**src/rtl/elastic_pipe_reg.sv**
```systemverilog
// Two-entry skid-buffer stage register with flush, NOP-forcing of
// control bits and a saturating back-pressure counter.
module elastic_pipe_reg #(
  parameter int WIDTH  = 128,
  parameter int CTRL_W = 8,
  parameter int CNT_W  = 16
) (
  input  logic              clk,
  input  logic              rst,
  input  logic              flush,
  input  logic              clr_stats,
  input  logic              in_valid,
  output logic              in_ready,
  input  logic [WIDTH-1:0]  in_data,
  input  logic [CTRL_W-1:0] in_ctrl,
  output logic              out_valid,
  input  logic              out_ready,
  output logic [WIDTH-1:0]  out_data,
  output logic [CTRL_W-1:0] out_ctrl,
  output logic [1:0]        occupancy,
  output logic [CNT_W-1:0]  stall_cnt
);

  localparam logic [1:0] EMPTY = 2'd0;
  localparam logic [1:0] HALF  = 2'd1;
  localparam logic [1:0] FULL  = 2'd2;

  logic [1:0]        state_q, state_d;
  logic              main_v_q, main_v_d;
  logic [WIDTH-1:0]  main_d_q, main_d_d;
  logic [CTRL_W-1:0] main_c_q, main_c_d;
  logic              skid_v_q, skid_v_d;
  logic [WIDTH-1:0]  skid_d_q, skid_d_d;
  logic [CTRL_W-1:0] skid_c_q, skid_c_d;
  logic [CNT_W-1:0]  cnt_q, cnt_d;

  logic in_fire;
  logic out_fire;

  assign in_ready  = (state_q != FULL);
  assign out_valid = main_v_q;
  assign out_data  = main_d_q;
  assign out_ctrl  = main_c_q;
  assign occupancy = state_q;
  assign stall_cnt = cnt_q;

  assign in_fire  = in_valid & in_ready;
  assign out_fire = out_valid & out_ready;

  always_comb begin
    state_d  = state_q;
    main_v_d = main_v_q;
    main_d_d = main_d_q;
    main_c_d = main_c_q;
    skid_v_d = skid_v_q;
    skid_d_d = skid_d_q;
    skid_c_d = skid_c_q;
    if (flush) begin
      // Data is left in place; only valid and ctrl define a NOP
      state_d  = EMPTY;
      main_v_d = 1'b0;
      main_c_d = '0;
      skid_v_d = 1'b0;
      skid_c_d = '0;
    end else begin
      unique case (state_q)
        EMPTY: begin
          if (in_valid) begin
            main_v_d = 1'b1;
            main_d_d = in_data;
            main_c_d = in_ctrl;
            state_d  = HALF;
          end
        end
        HALF: begin
          if (in_fire) begin
            if (out_fire) begin
              main_d_d = in_data;
              main_c_d = in_ctrl;
            end else begin
              skid_v_d = 1'b1;
              skid_d_d = in_data;
              skid_c_d = in_ctrl;
              state_d  = FULL;
            end
          end else if (out_fire) begin
            main_v_d = 1'b0;
            main_c_d = '0;
            state_d  = EMPTY;
          end
        end
        FULL: begin
          if (out_fire) begin
            main_v_d = skid_v_q;
            main_d_d = skid_d_q;
            main_c_d = skid_c_q;
            skid_v_d = 1'b0;
            skid_c_d = '0;
            state_d  = HALF;
          end
        end
        default: begin
          state_d  = EMPTY;
          main_v_d = 1'b0;
          main_c_d = '0;
          skid_v_d = 1'b0;
          skid_c_d = '0;
        end
      endcase
    end
  end

  always_comb begin
    cnt_d = cnt_q;
    if (clr_stats)
      cnt_d = '0;
    else if (out_valid && !out_ready && !(&cnt_q))
      cnt_d = cnt_q + {{(CNT_W-1){1'b0}}, 1'b1};
  end

  always_ff @(posedge clk or negedge rst) begin
    if (!rst) begin
      state_q  <= EMPTY;
      main_v_q <= 1'b0;
      main_d_q <= '0;
      main_c_q <= '0;
      skid_v_q <= 1'b0;
      skid_d_q <= '0;
      skid_c_q <= '0;
      cnt_q    <= '0;
    end else begin
      state_q  <= state_d;
      main_v_q <= main_v_d;
      main_d_q <= main_d_d;
      main_c_q <= main_c_d;
      skid_v_q <= skid_v_d;
      skid_d_q <= skid_d_d;
      skid_c_q <= skid_c_d;
      cnt_q    <= cnt_d;
    end
  end

endmodule

```
**config.mk**
```make
export PLATFORM = sky130hd
export DESIGN_NAME = elastic_pipe_reg
export DESIGN_NICKNAME = d
export VERILOG_FILES = /design/src/rtl/elastic_pipe_reg.sv
export SDC_FILE = /design/constraint.sdc
export NUM_CORES = 1
export LEC_CHECK = 0
export ABC_AREA = 1
export ABC_CLOCK_PERIOD_IN_PS = 1800
export CAP_MARGIN = 20
export CORE_MARGIN = 1
export CORE_UTILIZATION = 51
export CTS_CLUSTER_SIZE = 28
export DETAILED_ROUTE_END_ITERATION = 12
export PLACE_DENSITY = 0.8
export REMOVE_ABC_BUFFERS = 1
export SLEW_MARGIN = 20
export SYNTH_ARGS = -nofsm -noshare
export SYNTH_HDL_FRONTEND = slang
export SYNTH_SLANG_ARGS = --single-unit
```
**constraint.sdc**
```tcl
create_clock -name clk -period 1.8 [get_ports clk]
set_input_delay 0.54 -clock clk [delete_from_list [all_inputs] [get_ports clk]]
set_output_delay 0.54 -clock clk [all_outputs]
set_load 0.01 [all_outputs]
```
==> metrics.txt, run 1 <==
Synth Instances 1637; DR iter-0 viols 1122; Peak Freq 521.6 MHz; r2r setup slk -0.06 ns; top-area cell type share of the netlist area 55.38%; die area 26520 um2; Die W 162.9 um; total grt overflow 0; Nets 2146; root buffer cell clkbuf_16; Period Utilization, post-route 106.5%; Fill cells 1836; reg2reg end out_data[38]; pin count of the biggest net entering global routing 74; end point of the critical path in_ready; CP endpoint kind output port; first-pass GRT wire length 56.30 mm; initial antenna violation count 2; Hold Fails Final Rpt 0; fraction of the yosys area taken by sequential cells 55.38%; Pwr per Cell Area 1389 nW/um2; clock-pin slew on the worst setup and hold paths 0.06 ns; Yosys cell types 25; # IOs 298; clock buffer depth 3; Detailed Routing Iterations Pass 1 6; total of max-cap violations 0; min cycle time layout 1.917 ns; RSZ-0062 raised after global routing yes; post-route cell area 18550 um2; Cell Area, Synth 13200 um2; Slew @ Worst Pin 0.4541 ns; Hold/Removal Path Class primary input to asynchronous set/reset pin; leading area contributor after synthesis dfrtp_1; syn_area_per_cell 8.061 um2; Avg Vias per Cell 5.219; Worst Path Arrival 1.38 ns; vias in the first global route 11.57k; CTS tree yes; Synth area leaders dfrtp_1, o21ai_0, nand2_1, inv_1, buf_2; aggregate routed wire length 36.99 mm; HPWL Detailed 23.29 mm; port bufs 297; maximum fanout along the worst path 6; Worst slew margin 69.52%; die height 162.9 um; clock sinks 292; total power 0.02578 W; final setup margin -0.1172 ns; Reg-to-Reg Start occupancy[0]; Peak VDD IR 755.6 uV; DR WL/cell 15.68 um; worst skew pair latency 0.55 ns; Post-DRT Antenna Nets 0; DP Area 16910 um2; Place WS -0.3720 ns; CP startpoint kind register; Worst Path Required 1.26 ns; fin. max-slew vios 0; Setup Crit Path Kind register to output port; Via Count 12.31k; failing checks setup timing; Leakage 9.181 nW; clock buffer count from CTS 31; drc violations 0; initial core utilization 52.25%; clock skew 0.009972 ns; status finished, violations left; final setup vio count 41; Worst Setup SP occupancy[0]; All-Layer GR Usage 26.23%; Layout area overhead 40.61%; share of layout cells above drive strength 1 10.12%; H-tree levels 1; Synth Warn # 0; site row count 58; Core Region 25250 um2; final RePlAce weighted congestion 0.8904; WHS 0.4560 ns; Yosys reg bits 292; Sum Neg Setup Slack -1.232 ns; worst-case reg-to-reg path depth 12
-- worst min-delay path by stage --
stage / from / endpoint / slack (ns) / cells past startpoint
floorplan: rst / occupancy[0] / 0.24 / 0
global placement: rst / skid_d_q[121] / 0.43 / 1
detailed placement: rst / skid_d_q[121] / 0.44 / 1
CTS: rst / skid_c_q[3] / 0.46 / 2
global route: rst / skid_c_q[3] / 0.47 / 2
finish: rst / out_data[37] / 0.46 / 2
-- flip-flops by register name, summed over array words and instances (netlist names) --
name,cells
stall_cnt,16
skid_d_q,128
out_valid,1
skid_c_q,8
out_data,128
skid_v_q,1
occupancy,2
out_ctrl,8
-- area by class of cell --
type                    instances  area, um2  share of cell area [%]
clock buffers                  44      884.6                   4.768
well taps                     330      412.9                   2.225
clock inverters                12      151.4                  0.8160
inverters                     285       1082                   5.833
flip-flops and latches        292       7313                   39.42
multi-input cells             973       4377                   23.59
repair buffers                419       4322                   23.29
diodes                          2      5.005                 0.02697
repair inverters                1      6.256                 0.03372
-- report_power, final --
part	total [W]	switching, W	leakage, nW	internal (W)
registers	0.0107	0.00136	3.66	0.00937
clock network	0.00648	0.00263	0.510	0.00384
logic	0.00856	0.00463	5.02	0.00393
-- cells in the final DEF (no fill, tap or decap), types with 2 or more instances in the layout --
| cell type | count |
|---|---|
| buf_12 | 22 |
| buf_2 | 3 |
| buf_4 | 74 |
| buf_6 | 12 |
| buf_8 | 3 |
| bufinv_16 | 3 |
| clkbuf_1 | 7 |
| clkbuf_16 | 43 |
| clkbuf_8 | 6 |
| clkdlybuf4s15_1 | 58 |
| clkdlybuf4s50_1 | 140 |
| clkinv_2 | 5 |
| clkinv_4 | 2 |
| dfrtp_1 | 287 |
| dfrtp_2 | 5 |
| diode_2 | 2 |
| dlygate4sd2_1 | 92 |
| inv_1 | 281 |
| inv_2 | 3 |
| nand2_1 | 473 |
| nand2_2 | 3 |
| nand3_1 | 21 |
| nand3b_1 | 2 |
| nand4_1 | 14 |
| nor2_1 | 22 |
| nor2_2 | 5 |
| nor2_4 | 5 |
| o21ai_0 | 340 |
| o21ai_1 | 72 |
| o21ai_2 | 2 |
| o21bai_1 | 3 |
| xor2_1 | 5 |
-- logic make-up after synthesis --
| family | synth area share (%) |
|---|---|
| XOR/XNOR | 0.3319 |
| buffers and inverters | 11.67 |
| AND/OR/NAND/NOR | 16.39 |
| AO/OA/AOI/OAI | 16.13 |
| flip-flops | 55.38 |
| adder cells (fa/ha/maj) | 0.09481 |
-- cell usage after synthesis (all sizes together) --
| master | instances |
|---|---|
| nand4 | 14 |
| a31oi | 1 |
| nand3b | 2 |
| o21ai | 414 |
| clkbuf | 15 |
| buf | 72 |
| or2 | 1 |
| nor2 | 32 |
| o21bai | 3 |
| o31ai | 1 |
| inv | 285 |
| dfrtp | 292 |
| xor2 | 5 |
| nand2 | 476 |
| ha | 1 |
| a21oi | 1 |
| nand3 | 22 |
-- layer usage --
metal  global-route usage, %  vias up  part of all wire (%)
met5                       0        -                     0
met4                   10.49        0                   3.1
met3                   3.463       90                   7.6
met2                   42.65      569                    48
met1                   35.65     5821                    41
li1                        -     5826                     -
-- per-stage QoR --
| step | util [%] | cells |
|---|---|---|
| finish | 73.47 | 2358 |
| global route | 73.47 | 2358 |
| CTS | 71.08 | 2325 |
| detailed placement | 66.95 | 2245 |
| global placement | 66.95 | 2245 |
| floorplan | - | 1550 |
-- critical path, cell delays in order (launching register included) --
cell and delay [ns]:
dfrtp_1 0.40, nor2_4 0.20, clkinv_8 0.10, buf_6 0.13
-- repair_timing --
item / 4_1_cts / 5_1_grt
hold buffers: 1 / 0
cloned: 1 / 15
endpoints found under the setup margin: 156 / 98
hold endpoints to repair: 25 / 0
setup buffers: 22 / 17
gates resized for setup: 185 / 100
pin swaps: 1 / 3
No activity file was read; power rests on OpenSTA's default activity.
==> run 2, diff against run 1 <==
--- a/config.mk
+++ b/config.mk
@@ -15,4 +15,5 @@
 export PLACE_DENSITY = 0.8
 export REMOVE_ABC_BUFFERS = 1
+export SETUP_SLACK_MARGIN = 0.1
 export SLEW_MARGIN = 20
 export SYNTH_ARGS = -nofsm -noshare
==> constraint.sdc (replaced) <==
create_clock -name clk -period 1.8 [get_ports clk]
set_input_delay 0.27 -clock clk [delete_from_list [all_inputs] [get_ports clk]]
set_output_delay 0.27 -clock clk [all_outputs]
set_load 0.01 [all_outputs]
==> run 2 against run 1 <==
  * The run now ends clean
  * Clock-buffer cell count is 2 higher
  * Register-to-register slack better by 0.21 ns
  * Clock power is 2% lower
  * Setup slack better by 0.22 ns
  * Worst hold slack worse by 0.25 ns
  * Die area stayed put
  * Non-clock buffer count is 38 lower
  * Power is 2.9% lower
  * Final cell count is 1.7% lower
  * Cell area is 2.2% lower
  * Critical path depth stayed put
==> metrics.txt, run 2 (synthesis gave the netlist of run 1 again) <==
pin count of the biggest net entering global routing 141 (was 74); Detailed Routing Iterations Pass 1 7 (was 6); Setup Crit Path Kind register to output port (unchanged); commonest non-fill, non-tap cell in the layout nand2_1 (unchanged); CP endpoint kind output port (unchanged); CTS tree yes (unchanged); vias in the first global route 11.14k (was 11.57k); Core Region 25250 um2 (unchanged); Finished Core Util 71.86% (was 73.47%); Post-DRT Antenna Nets 0 (unchanged); total of max-cap violations 0 (unchanged); # IOs 298 (unchanged); DR WL/cell 15.31 um (was 15.68 um); most frequent cells in the layout nand2_1, o21ai_0, dfrtp_1 (unchanged); HPWL Detailed 22.64 mm (was 23.29 mm); Peak VDD IR 1005 uV (was 755.6 uV); clock buffer count from CTS 30 (was 31); Hold Fails Final Rpt 0 (unchanged); first-pass GRT wire length 54.59 mm (was 56.30 mm); worst-case reg-to-reg path depth 11 (was 12); Worst Path Arrival 1.43 ns (was 1.38 ns); r2r setup slk 0.15 ns (was -0.06 ns); Layout area overhead 37.53% (was 40.61%); total power 0.02502 W (was 0.02578 W); share of layout cells above drive strength 1 8.212% (was 10.12%); site row count 58 (unchanged); Period Utilization, post-route 94.31% (was 106.5%); Die W 162.9 um (unchanged); total grt overflow 0 (unchanged); clock buffer depth 3 (unchanged); Avg Vias per Cell 5.161 (was 5.219); clock skew 0.01687 ns (was 0.009972 ns); DR iter-0 viols 1183 (was 1122); die height 162.9 um (unchanged); root buffer cell clkbuf_16 (unchanged); Leakage 9.177 nW (was 9.181 nW); Via Count 11.96k (was 12.31k); Worst slew margin 65.52% (was 69.52%); port bufs 297 (unchanged); Nets 2107 (was 2146); drc violations 0 (unchanged); initial core utilization 52.25% (unchanged); Pwr per Cell Area 1379 nW/um2 (was 1389 nW/um2); CP startpoint kind register (unchanged); Hold/Removal Path Class primary input to asynchronous set/reset pin (unchanged); RSZ-0062 raised after global routing yes (unchanged); die area 26520 um2 (unchanged); maximum fanout along the worst path 5 (was 6); final setup vio count 0 (was 41); final RePlAce weighted congestion 0.8736 (was 0.8904); Worst Path Required 1.53 ns (was 1.26 ns); clock sinks 292 (unchanged); H-tree levels 1 (unchanged); Register Area 7315 um2 (was 7313 um2); Fill cells 1897 (was 1836); area of the multi-input gates 4404 um2 (was 4377 um2); aggregate routed wire length 35.50 mm (was 36.99 mm); min cycle time layout 1.698 ns (was 1.917 ns); Peak Freq 589.1 MHz (was 521.6 MHz); All-Layer GR Usage 25.55% (was 26.23%); fin. max-slew vios 0 (unchanged); clock-pin slew on the worst setup and hold paths 0.06 ns (about the same); initial antenna violation count 3 (was 2); status finished clean (was finished, violations left); Slew @ Worst Pin 0.5166 ns (was 0.4541 ns); worst skew pair latency 0.55 ns (about the same)
## run 2: changes by cell type in the layout (fill, tap and decap cells not counted), moves of 9 or more
cell / previous run / this run
clkdlybuf4s15_1: 58 / 0
dlygate4sd2_1: 92 / 144
buf_4: 74 / 50
o21ai_0: 340 / 361
o21ai_1: 72 / 52
dlymetal6s2s_1: 0 / 11
buf_16: 1 / 10
## run 2: routing by layer
layer / vias up / GRT usage, % / share of wire, %
met4: 0 / 9.091 / 3.4
met5: - / 0 / 0
met2: 546 / 41.84 / 48
li1: 5748 / - / -
met1: 5582 / 34.76 / 41
met3: 87 / 3.616 / 7.5
## run 2: final timing paths
| kind | to | start |
|---|---|---|
| worst max-delay path | in_ready | occupancy[0] |
| worst min-delay path | skid_d_q[27] | rst |
| worst max register to register | stall_cnt[12] | stall_cnt[8] |
| worst min register to register | skid_c_q[7] | skid_c_q[7] |
| max in group asynchronous | stall_cnt[13] | rst |
| min in group clk | skid_d_q[52] | in_data[52] |
## run 2: repair_timing
item / in CTS / in global routing
endpoints found under the setup margin: 196 / 190
hold buffers: 1 / 0
buffers inserted: 13 / 7
pin swaps: 2 / 8
gates resized for setup: 163 / 37
endpoints found under the hold margin: 117 / 0
cloned: 3 / 5
## run 2: final cells by class
class	instances	area share (%)
sequential	292	40.31
inverter	285	5.923
antenna	3	0.04137
tap	330	2.275
clock buffer	46	4.971
timing repair buffer	381	21.61
multi-input combinational	974	24.27
clock inverter	7	0.6067
## run 2: power breakdown
group          internal (W)  switching [W]  total, W
clock               0.00385        0.00252   0.00637
sequential          0.00938        0.00134    0.0107
combinational       0.00351        0.00442   0.00794
total                0.0167        0.00829    0.0250
## run 2: stage by stage
| step | worst slack, ns | hold slack [ns] | instances | TNS, ns | cell area (um2) |
|---|---|---|---|---|---|
| finish | 0.1024 | 0.2105 | 2318 | 0 | 18150 |
| global route | 0.05583 | 0.2281 | 2317 | 0 | 18140 |
| CTS | 0.06309 | 0.2161 | 2303 | 0 | 17840 |
| detailed placement | -0.09942 | 0.1887 | 2233 | -7.449 | 16780 |
| global placement | -0.03955 | 0.1861 | 2233 | -2.481 | 16780 |
| floorplan | -4.143 | -0.02559 | 1550 | -757.71 | 12720 |
## run 2: critical path, stage by stage, from the launching register on
cell and delay [ns]:
dfrtp_2 0.46, nor2_4 0.18, inv_6 0.09, buf_2 0.16
